===== src/rtl/fifo_wr_arbiter_pkg.sv =====
// ---------------------------------------------------------------------------
// fifo_arb_pkg
//   Shared types and defaults for the FIFO write-port round-robin arbiter.
//   Contents:
//     arb_state_t : arbiter FSM state (IDLE / GRANT)
//     DEF_*       : default parameter values for the arbiter and its finder
//     BCNT_W      : width of the per-grant burst counter
//     wrap_inc    : index increment that wraps at n-1 -> 0
// ---------------------------------------------------------------------------
package fifo_arb_pkg;

   typedef enum logic {
      IDLE  = 1'b0,
      GRANT = 1'b1
   } arb_state_t;

   localparam int unsigned DEF_NREQ  = 4;
   localparam int unsigned DEF_IDW   = 2;
   localparam int unsigned DEF_WIDTH = 4;
   localparam int unsigned DEF_BURST = 2;
   localparam int unsigned BCNT_W    = 4;

   // Increment an index modulo n without a divider (n need not be 2^k).
   function automatic int unsigned wrap_inc(input int unsigned idx,
                                            input int unsigned n);
      return (idx + 1 >= n) ? 0 : idx + 1;
   endfunction

endpackage


===== src/rtl/fifo_wr_arbiter_rr_pick.sv =====
// ---------------------------------------------------------------------------
// rr_pick
//   Combinational round-robin finder. Scans i_start, i_start+1, ... modulo
//   NREQ and returns the first index whose valid bit is set.
//   Ports:
//     i_valid [NREQ] : request vector
//     i_start [IDW]  : index where the scan begins (must be < NREQ)
//     o_found        : at least one request bit is set
//     o_idx   [IDW]  : selected index (0 when nothing is found)
// ---------------------------------------------------------------------------
module rr_pick
   import fifo_arb_pkg::*;
#(
   parameter int unsigned NREQ = DEF_NREQ,
   parameter int unsigned IDW  = DEF_IDW
) (
   input  logic [NREQ-1:0] i_valid,
   input  logic [IDW-1:0]  i_start,
   output logic            o_found,
   output logic [IDW-1:0]  o_idx
);

   int unsigned w_pos;

   always_comb begin
      o_found = 1'b0;
      o_idx   = '0;
      w_pos   = 0;
      for (int unsigned k = 0; k < NREQ; k++) begin
         // start + k is below 2*NREQ, so one conditional subtract wraps it.
         w_pos = 32'(i_start) + k;
         if (w_pos >= NREQ) begin
            w_pos = w_pos - NREQ;
         end
         if (!o_found && i_valid[IDW'(w_pos)]) begin
            o_found = 1'b1;
            o_idx   = IDW'(w_pos);
         end
      end
   end

endmodule


===== src/rtl/fifo_wr_arbiter.sv =====
// ---------------------------------------------------------------------------
// fifo_wr_arbiter
//   Round-robin arbiter sharing one synchronous FIFO write port among NREQ
//   valid/ready producers. One owner at a time holds the port for up to BURST
//   transfers, then the grant rotates. Every write is gated by fifo_full.
//   Ports:
//     clk          : clock, rising edge
//     rst          : asynchronous active-low reset
//     req_valid    : per-requester word available
//     req_data     : requester i data at [i*WIDTH +: WIDTH]
//     req_ready    : per-requester word accepted (with valid) this cycle
//     fifo_full    : registered full flag from the FIFO
//     fifo_wr_en   : FIFO write enable
//     fifo_wr_data : FIFO write data (owner's slice)
//     grant_active : a requester owns the port (registered)
//     grant_id     : current owner index, 0 when idle (registered)
// ---------------------------------------------------------------------------
module fifo_wr_arbiter
   import fifo_arb_pkg::*;
#(
   parameter int unsigned NREQ  = DEF_NREQ,
   parameter int unsigned IDW   = DEF_IDW,
   parameter int unsigned WIDTH = DEF_WIDTH,
   parameter int unsigned BURST = DEF_BURST
) (
   input  logic                  clk,
   input  logic                  rst,
   input  logic [NREQ-1:0]       req_valid,
   input  logic [NREQ*WIDTH-1:0] req_data,
   output logic [NREQ-1:0]       req_ready,
   input  logic                  fifo_full,
   output logic                  fifo_wr_en,
   output logic [WIDTH-1:0]      fifo_wr_data,
   output logic                  grant_active,
   output logic [IDW-1:0]        grant_id
);

   arb_state_t        r_state;
   arb_state_t        w_state_nxt;
   logic [IDW-1:0]    r_owner;
   logic [IDW-1:0]    w_owner_nxt;
   logic [IDW-1:0]    r_rr_ptr;
   logic [IDW-1:0]    w_rr_ptr_nxt;
   logic [BCNT_W-1:0] r_burst_cnt;
   logic [BCNT_W-1:0] w_burst_cnt_nxt;

   logic [IDW-1:0]    w_owner_inc;
   logic [IDW-1:0]    w_pick_start;
   logic              w_pick_found;
   logic [IDW-1:0]    w_pick_idx;
   logic              w_granted;
   logic              w_owner_valid;
   logic              w_xfer;
   logic              w_last;
   logic              w_release;

   assign w_granted     = (r_state == GRANT);
   assign w_owner_inc   = IDW'(wrap_inc(32'(r_owner), NREQ));
   assign w_owner_valid = req_valid[r_owner];
   assign w_xfer        = w_granted && w_owner_valid && !fifo_full;
   assign w_last        = (r_burst_cnt == BCNT_W'(BURST - 1));
   // A full stall neither counts toward the burst nor releases the grant;
   // only a completed last transfer or a withdrawn owner does.
   assign w_release     = w_granted && ((w_xfer && w_last) || !w_owner_valid);

   // Single finder: in IDLE the scan starts at rr_ptr, in GRANT it is only
   // consulted on release and starts just past the current owner.
   assign w_pick_start  = w_granted ? w_owner_inc : r_rr_ptr;

   rr_pick #(
      .NREQ (NREQ),
      .IDW  (IDW)
   ) u_rr_pick (
      .i_valid (req_valid),
      .i_start (w_pick_start),
      .o_found (w_pick_found),
      .o_idx   (w_pick_idx)
   );

   // State register
   always_ff @(posedge clk or negedge rst) begin
      if (!rst) begin
         r_state     <= IDLE;
         r_owner     <= '0;
         r_rr_ptr    <= '0;
         r_burst_cnt <= '0;
      end else begin
         r_state     <= w_state_nxt;
         r_owner     <= w_owner_nxt;
         r_rr_ptr    <= w_rr_ptr_nxt;
         r_burst_cnt <= w_burst_cnt_nxt;
      end
   end

   // Next-state logic
   always_comb begin
      w_state_nxt     = r_state;
      w_owner_nxt     = r_owner;
      w_rr_ptr_nxt    = r_rr_ptr;
      w_burst_cnt_nxt = r_burst_cnt;
      case (r_state)
         IDLE: begin
            if (w_pick_found) begin
               w_state_nxt     = GRANT;
               w_owner_nxt     = w_pick_idx;
               w_burst_cnt_nxt = '0;
            end
         end
         GRANT: begin
            if (w_release) begin
               w_rr_ptr_nxt = w_owner_inc;
               if (w_pick_found) begin
                  w_owner_nxt     = w_pick_idx;
                  w_burst_cnt_nxt = '0;
               end else begin
                  // Owner cleared so grant_id reads 0 while idle.
                  w_state_nxt     = IDLE;
                  w_owner_nxt     = '0;
                  w_burst_cnt_nxt = '0;
               end
            end else if (w_xfer) begin
               w_burst_cnt_nxt = r_burst_cnt + 1'b1;
            end
         end
         default: begin
            w_state_nxt     = IDLE;
            w_owner_nxt     = '0;
            w_burst_cnt_nxt = '0;
         end
      endcase
   end

   // Output logic
   always_comb begin
      req_ready    = '0;
      fifo_wr_en   = 1'b0;
      fifo_wr_data = '0;
      if (w_granted) begin
         req_ready[r_owner] = !fifo_full;
         fifo_wr_en         = w_xfer;
         fifo_wr_data       = req_data[32'(r_owner) * WIDTH +: WIDTH];
      end
   end

   assign grant_active = w_granted;
   assign grant_id     = r_owner;

endmodule


===== config.mk =====
export PLATFORM = sky130hd
export DESIGN_NAME = fifo_wr_arbiter
export DESIGN_NICKNAME = d
export VERILOG_FILES = /design/src/rtl/fifo_wr_arbiter_pkg.sv /design/src/rtl/fifo_wr_arbiter_rr_pick.sv /design/src/rtl/fifo_wr_arbiter.sv
export SDC_FILE = /design/constraint.sdc
export NUM_CORES = 1
export LEC_CHECK = 0
export BUFFER_PORTS_ARGS = -buffer_cell sky130_fd_sc_hd__buf_4
export CAP_MARGIN = 20
export CORE_MARGIN = 2
export CORE_UTILIZATION = 30
export CTS_BUF_LIST = sky130_fd_sc_hd__clkbuf_8
export DETAILED_ROUTE_END_ITERATION = 16
export GPL_ROUTABILITY_DRIVEN = 1
export PLACE_DENSITY = 0.64
export SLEW_MARGIN = 25
export SYNTH_ARGS = -nofsm -noshare
export SYNTH_HDL_FRONTEND = slang
export SYNTH_SLANG_ARGS = --single-unit

===== constraint.sdc =====
create_clock -name clk -period 2.2 [get_ports clk]
set_input_delay 0.22 -clock clk [delete_from_list [all_inputs] [get_ports clk]]
set_output_delay 0.22 -clock clk [all_outputs]
set_load 0.03 [all_outputs]

==> flow_summary.json, run 1 <==
{
  "clk_path_buf_depth": 2,
  "p_leak_nw": 0.560,
  "slowest_stage": "or4b_2",
  "fmax_mhz": 505,
  "dpl-instance-area_sq_um": 1120,
  "placedCellCount": 144,
  "synth_top_area_share_pct": 27.6,
  "drive_gt1_share_pct": 38.7,
  "period_needed_ps": 1980,
  "dieArea_sq_um": 3160,
  "synth_top_cells_by_count": "10 x and2_1, 9 x dfrtp_1, 6 x ha_1",
  "dieWidth_um": 56.2,
  "synth_warnings": 0,
  "rr_endpoint": "r_rr_ptr[1]$_DFFE_PN0P_",
  "tightest_slew_ps": 376,
  "crit_path_max_fanout": 4,
  "pin_count": 35,
  "synth_area_sq_um": 817,
  "grt_usage_pct": 14.1,
  "dr.first_iter.drc_count": 13,
  "clkTransAtPathRegs_ps": 50,
  "core_area_sq_um": 2520,
  "synth_area_leaders": "dfrtp_1 28%, mux4_1 13%, ha_1 9.2%",
  "slowest_delay_ps": 600,
  "grt_first_pass_wirelength_mm": 3.46,
  "yosys.area.top_type": "dfrtp_1",
  "first_pass_iters": 4,
  "avgSynthCellArea_sq_um": 10.3,
  "ant_nets": 0,
  "worst-path-buf-inv": 1,
  "status": "complete, no violations",
  "antenna_found_initial": 0,
  "power_density_nw_per_um2": 1200,
  "reg2reg_from": "r_burst_cnt[1]$_DFFE_PN0P_",
  "fp.dieH_um": 56.2,
  "crit_family": "simple AND/OR/NAND/NOR gates",
  "syn_to_final_growth_pct": 43.5,
  "hold_path_class": "input port to flop",
  "synthArstFlopShare_pct": 100,
  "ir_drop_mv": 0.720,
  "clk_latency_ps": 230,
  "numCtsBuffers": 3,
  "ys_seq_area_share_pct": 27.6,
  "syn_nets": 108,
  "cp-end-kind": "flop",
  "layout.nets": 149,
  "cts.sinks": 9,
  "cts_tree": "yes",
  "maxSlewViolCount": 0,
  "h-tree-depth": 1,
  "routabilityCongestion": 0.806,
  "relSlewSlack_pct": 74.2,
  "crit_type": "flop to flop",
  "drc_errors": 0,
  "fin_crit_sh_pct": 90.1,
  "overflow": 0,
  "wire_per_inst_um": 13.5,
  "whs_endpoint": "grant_active$_DFF_PN0_",
  "synth.most_common_cell": "and2_1",
  "crit_path_cell_trace": "inv_1, ha_1, or4b_2, a21boi_0, mux2_2",
  "start_util_pct": 32.4,
  "grt_start_max_net_pins": 14,
  "critPathArrivalTime_ps": 2090,
  "io_buffers": 34,
  "syn-instance-count": 79,
  "stdcell_area_sq_um": 1170,
  "final-hold-violation-count": 0,
  "rows": 18,
  "synth_edf_count": 0,
  "rsz0062_at_grt": "false",
  "via_count": 750,
  "timing.hold.ws_ps": 339,
  "insertedDiodeCount": 0,
  "synth_ff_type": "dfrtp_1",
  "cts_root_buf": "clkbuf_8",
  "synth.distinct_cells": 35,
  "whs_path_depth": 2,
  "grt_pass1_vias": 734,
  "cp.required_ps": 2310,
  "r2r_slack_ps": 220,
  "layout.cells.non_filler": 149,
  "synth_seq_cells": 9,
  "cts_setup_buffers": 0,
  "maxCapViolCount": 0,
  "finalSetupViolations": 0,
  "critPathLaunchType": "flop",
  "min_from": "req_valid[2]",
  "r2r_cells": 5,
  "place_hpwl_mm": 1.64,
  "fin_skew_ps": 1.68,
  "finalSetupTns_ps": 0,
  "finalWirelength_mm": 2.02,
  "vias_per_cell": 5.03
}
-- where the power goes --
part | total [mW] | switching, mW | internal [mW] | leakage, nW
Combinational | 0.955 | 0.512 | 0.443 | 0.423
Sequential | 0.268 | 0.0418 | 0.226 | 0.111
Clock | 0.188 | 0.0666 | 0.122 | 0.0269
-- cell families (layout without fill, tap and decap cells) --
logic type	Yosys count	count (layout)	synth area share [%]
AND/OR/NAND/NOR	31	31	22.1
AO/OA/AOI/OAI	16	16	15.2
multiplexers	9	9	20.8
flip-flops	9	9	27.6
buffers and inverters	7	47	4.13
adder cells (fa/ha/maj)	6	6	9.19
XOR/XNOR	1	1	1.07
-- layout make-up --
| type | count | area [sq um] |
|---|---|---|
| Timing Repair Buffer | 38 | 288 |
| Fill cell | 258 | 1350 |
| Multi-Input combinational cell | 63 | 558 |
| Clock buffer | 3 | 41.3 |
| Inverter | 5 | 18.8 |
| Tap cell | 30 | 37.5 |
| Clock inverter | 1 | 3.75 |
| Sequential cell | 9 | 225 |
-- routing by layer --
metal	GRT usage, %	part of all wire (%)
met5	0	0
met2	21.7	51
met1	18.7	44
met4	7.14	2.0
met3	2.79	3.5
-- cells in the final DEF, fill, tap and decap left out, drive strengths merged, types with 2 or more instances in the layout --
master   netlist  final
o2bb2ai        2      2
nand3          2      2
nand2b         3      3
mux2           2      2
o21ai          2      2
nand2          4      4
nor2           4      4
a21boi         2      2
mux4           5      5
mux2i          2      2
inv            5      6
clkbuf         1      3
a21oi          2      2
o31ai          2      2
ha             6      6
dfrtp          9      9
and2          11     11
buf            1     37
-- worst max path at each step --
stage                                           from  cells after the start                       to  slack [ps]
after floorplan              grant_id[0]$_DFFE_PN0P_                      8  grant_id[1]$_DFFE_PN0P_         150
after global placement    r_burst_cnt[1]$_DFFE_PN0P_                      5  r_rr_ptr[0]$_DFFE_PN0P_         270
after detailed placement  r_burst_cnt[1]$_DFFE_PN0P_                      5  r_rr_ptr[1]$_DFFE_PN0P_         200
after CTS                 r_burst_cnt[1]$_DFFE_PN0P_                      5  r_rr_ptr[1]$_DFFE_PN0P_         200
after global routing      r_burst_cnt[1]$_DFFE_PN0P_                      5  r_rr_ptr[1]$_DFFE_PN0P_          80
final                     r_burst_cnt[1]$_DFFE_PN0P_                      5  r_rr_ptr[1]$_DFFE_PN0P_         220
-- through the flow --
step / utilization, % / power [mW] / setup WS, ps
final: 46.5 / 1.41 / 218
after global routing: 46.5 / 1.53 / 75.4
after CTS: 46.5 / 1.42 / 204
after detailed placement: 44.3 / 1.23 / 204
after global placement: 44.3 / 1.20 / 270
after floorplan: - / 0.938 / 153
-- flip-flops by register name (all words and copies together) (netlist names) --
register,count
grant_active,1
grant_id,2
r_burst_cnt,4
r_rr_ptr,2
-- timing repair --
item	4_1_cts	5_1_grt
hold buffers	1	0
hold endpoints to repair	9	0
gates resized for setup	0	0
Note: power is estimated with default switching activity, not from simulation.
==> run 2, diff against run 1 <==
--- a/config.mk
+++ b/config.mk
@@ -5,14 +5,14 @@
 export SDC_FILE = /design/constraint.sdc
 export NUM_CORES = 1
 export LEC_CHECK = 0
-export BUFFER_PORTS_ARGS = -buffer_cell sky130_fd_sc_hd__buf_4
 export CAP_MARGIN = 20
 export CORE_MARGIN = 2
 export CORE_UTILIZATION = 30
 export CTS_BUF_LIST = sky130_fd_sc_hd__clkbuf_8
 export DETAILED_ROUTE_END_ITERATION = 16
+export DONT_BUFFER_PORTS = 1
 export GPL_ROUTABILITY_DRIVEN = 1
-export PLACE_DENSITY = 0.64
+export PLACE_DENSITY = 0.53
 export SLEW_MARGIN = 25
 export SYNTH_ARGS = -nofsm -noshare
 export SYNTH_HDL_FRONTEND = slang
==> flow_summary.json, run 2 (synthesis gave the netlist of run 1 again) <==
{
  "io_buffers": 0,
  "overflow": 0,
  "maxSlewViolCount": 0,
  "syn_to_final_growth_pct": 12.3,
  "fin_skew_ps": 6.25,
  "status": "complete, no violations",
  "fmax_mhz": 492,
  "numCtsBuffers": 3,
  "via_count": 632,
  "clk_latency_ps": 230,
  "place_hpwl_mm": 1.40,
  "cts-resized-gates": 0,
  "rows": 18,
  "dieWidth_um": 56.2,
  "finalSetupTns_ps": 0,
  "cts_setup_buffers": 0,
  "grt_pass1_vias": 647,
  "finalWirelength_mm": 1.76,
  "hold_path_class": "input port to flop",
  "cts_root_buf": "clkbuf_8",
  "grt_start_max_net_pins": 14,
  "insertedDiodeCount": 0,
  "maxCapViolCount": 0,
  "tightest_slew_ps": 449,
  "rsz0062_at_grt": "false",
  "critPathArrivalTime_ps": 2150,
  "finalSetupViolations": 0,
  "fin_crit_sh_pct": 92.4,
  "critPathLaunchType": "flop",
  "grt_usage_pct": 12.1,
  "ir_drop_mv": 0.427,
  "vias_per_cell": 5.50,
  "cp.required_ps": 2320,
  "drive_gt1_share_pct": 14.1,
  "h-tree-depth": 1,
  "cp-end-kind": "flop",
  "wire_per_inst_um": 15.3,
  "ant_nets": 0,
  "drc_errors": 0,
  "largest-register": "r_burst_cnt",
  "final-hold-violation-count": 0,
  "dieArea_sq_um": 3160,
  "fp.dieH_um": 56.2,
  "fin_ws_ps": 166,
  "most-common-layout-cells": "10 x and2_1, 9 x dfrtp_1, 6 x inv_1, 6 x ha_1",
  "layout_commonest_cell": "and2_1",
  "dr.first_iter.drc_count": 16,
  "power_density_nw_per_um2": 1360,
  "core_area_sq_um": 2520,
  "period_needed_ps": 2030,
  "dpl_worst_slack_ps": 153,
  "clkTransAtPathRegs_ps": 50,
  "timing.hold.ws_ps": 208,
  "relSlewSlack_pct": 70.0,
  "crit_type": "flop to flop",
  "pin_count": 35,
  "multi_input_area_sq_um": 558,
  "p_leak_nw": 0.395,
  "crit_path_max_fanout": 5,
  "clk_path_buf_depth": 2,
  "seq_area_sq_um": 225,
  "layout.nets": 115,
  "largest_reg_flops": 4,
  "start_util_pct": 32.4,
  "cts.sinks": 9,
  "cts_tree": "yes",
  "first_pass_iters": 4,
  "grt_first_pass_wirelength_mm": 3.04,
  "antenna_found_initial": 0,
  "fillers": 251,
  "routabilityCongestion": 0.731
}
run 2: cell count changes in the layout (fill, tap and decap cells not counted), sizes merged:
cell	delta
buf	-34
run 2: worst paths after layout:
path                                            start                          to  slack (ps)  depth (start not counted)
max                        r_burst_cnt[0]$_DFFE_PN0P_     r_rr_ptr[0]$_DFFE_PN0P_         170                          4
min                                      req_valid[3]     grant_id[1]$_DFFE_PN0P_         210                          2
max reg2reg                r_burst_cnt[0]$_DFFE_PN0P_     r_rr_ptr[0]$_DFFE_PN0P_         170                          4
min reg2reg                   r_rr_ptr[1]$_DFFE_PN0P_     r_rr_ptr[1]$_DFFE_PN0P_         500                          1
max in group asynchronous                         rst      grant_active$_DFF_PN0_        1510                          1
min in group asynchronous                         rst  r_burst_cnt[3]$_DFFE_PN0P_         370                          1
run 2: metrics by stage:
step	cells	area [sq um]	util, %	power [mW]
4_1_cts	115	917	36.4	1.26
3_3_place_gp	110	862	34.2	1.05
2_1_floorplan	79	817	-	0.938
5_1_grt	115	917	36.4	1.35
6_report	115	917	36.4	1.24
3_5_place_dp	110	862	34.2	1.06
run 2: power by group:
group / switching (mW) / internal, mW
clock: 0.0658 / 0.122
combinational: 0.462 / 0.323
sequential: 0.0453 / 0.226
total: 0.573 / 0.671
run 2: cell type report:
type                            instances  share of cell area [%]
Clock buffer                            3                    4.50
Sequential cell                         9                    24.6
Inverter                                5                    2.05
Clock inverter                          1                   0.409
Tap cell                               30                    4.09
Timing Repair Buffer                    4                    3.55
Multi-Input combinational cell         63                    60.8
run 2: timing repair:
| item | in CTS | in global routing |
|---|---|---|
| hold buffers | 1 | 0 |
| endpoints found under the hold margin | 9 | 0 |
| endpoints found under the setup margin | 0 | 0 |
run 2: layer usage:
layer	up-vias	track usage, %	share of wire [%]
li1	308	-	-
met1	306	16.6	46
met2	16	17.1	48
met3	2	2.79	5.4
met4	0	7.48	1.1
met5	-	0	0
run 2: worst max-delay path: stages, from the launching register on:
cell,delay (ps)
dfrtp_1,430
ha_1,170
or4b_2,600
a21boi_0,350
mux2_2,380
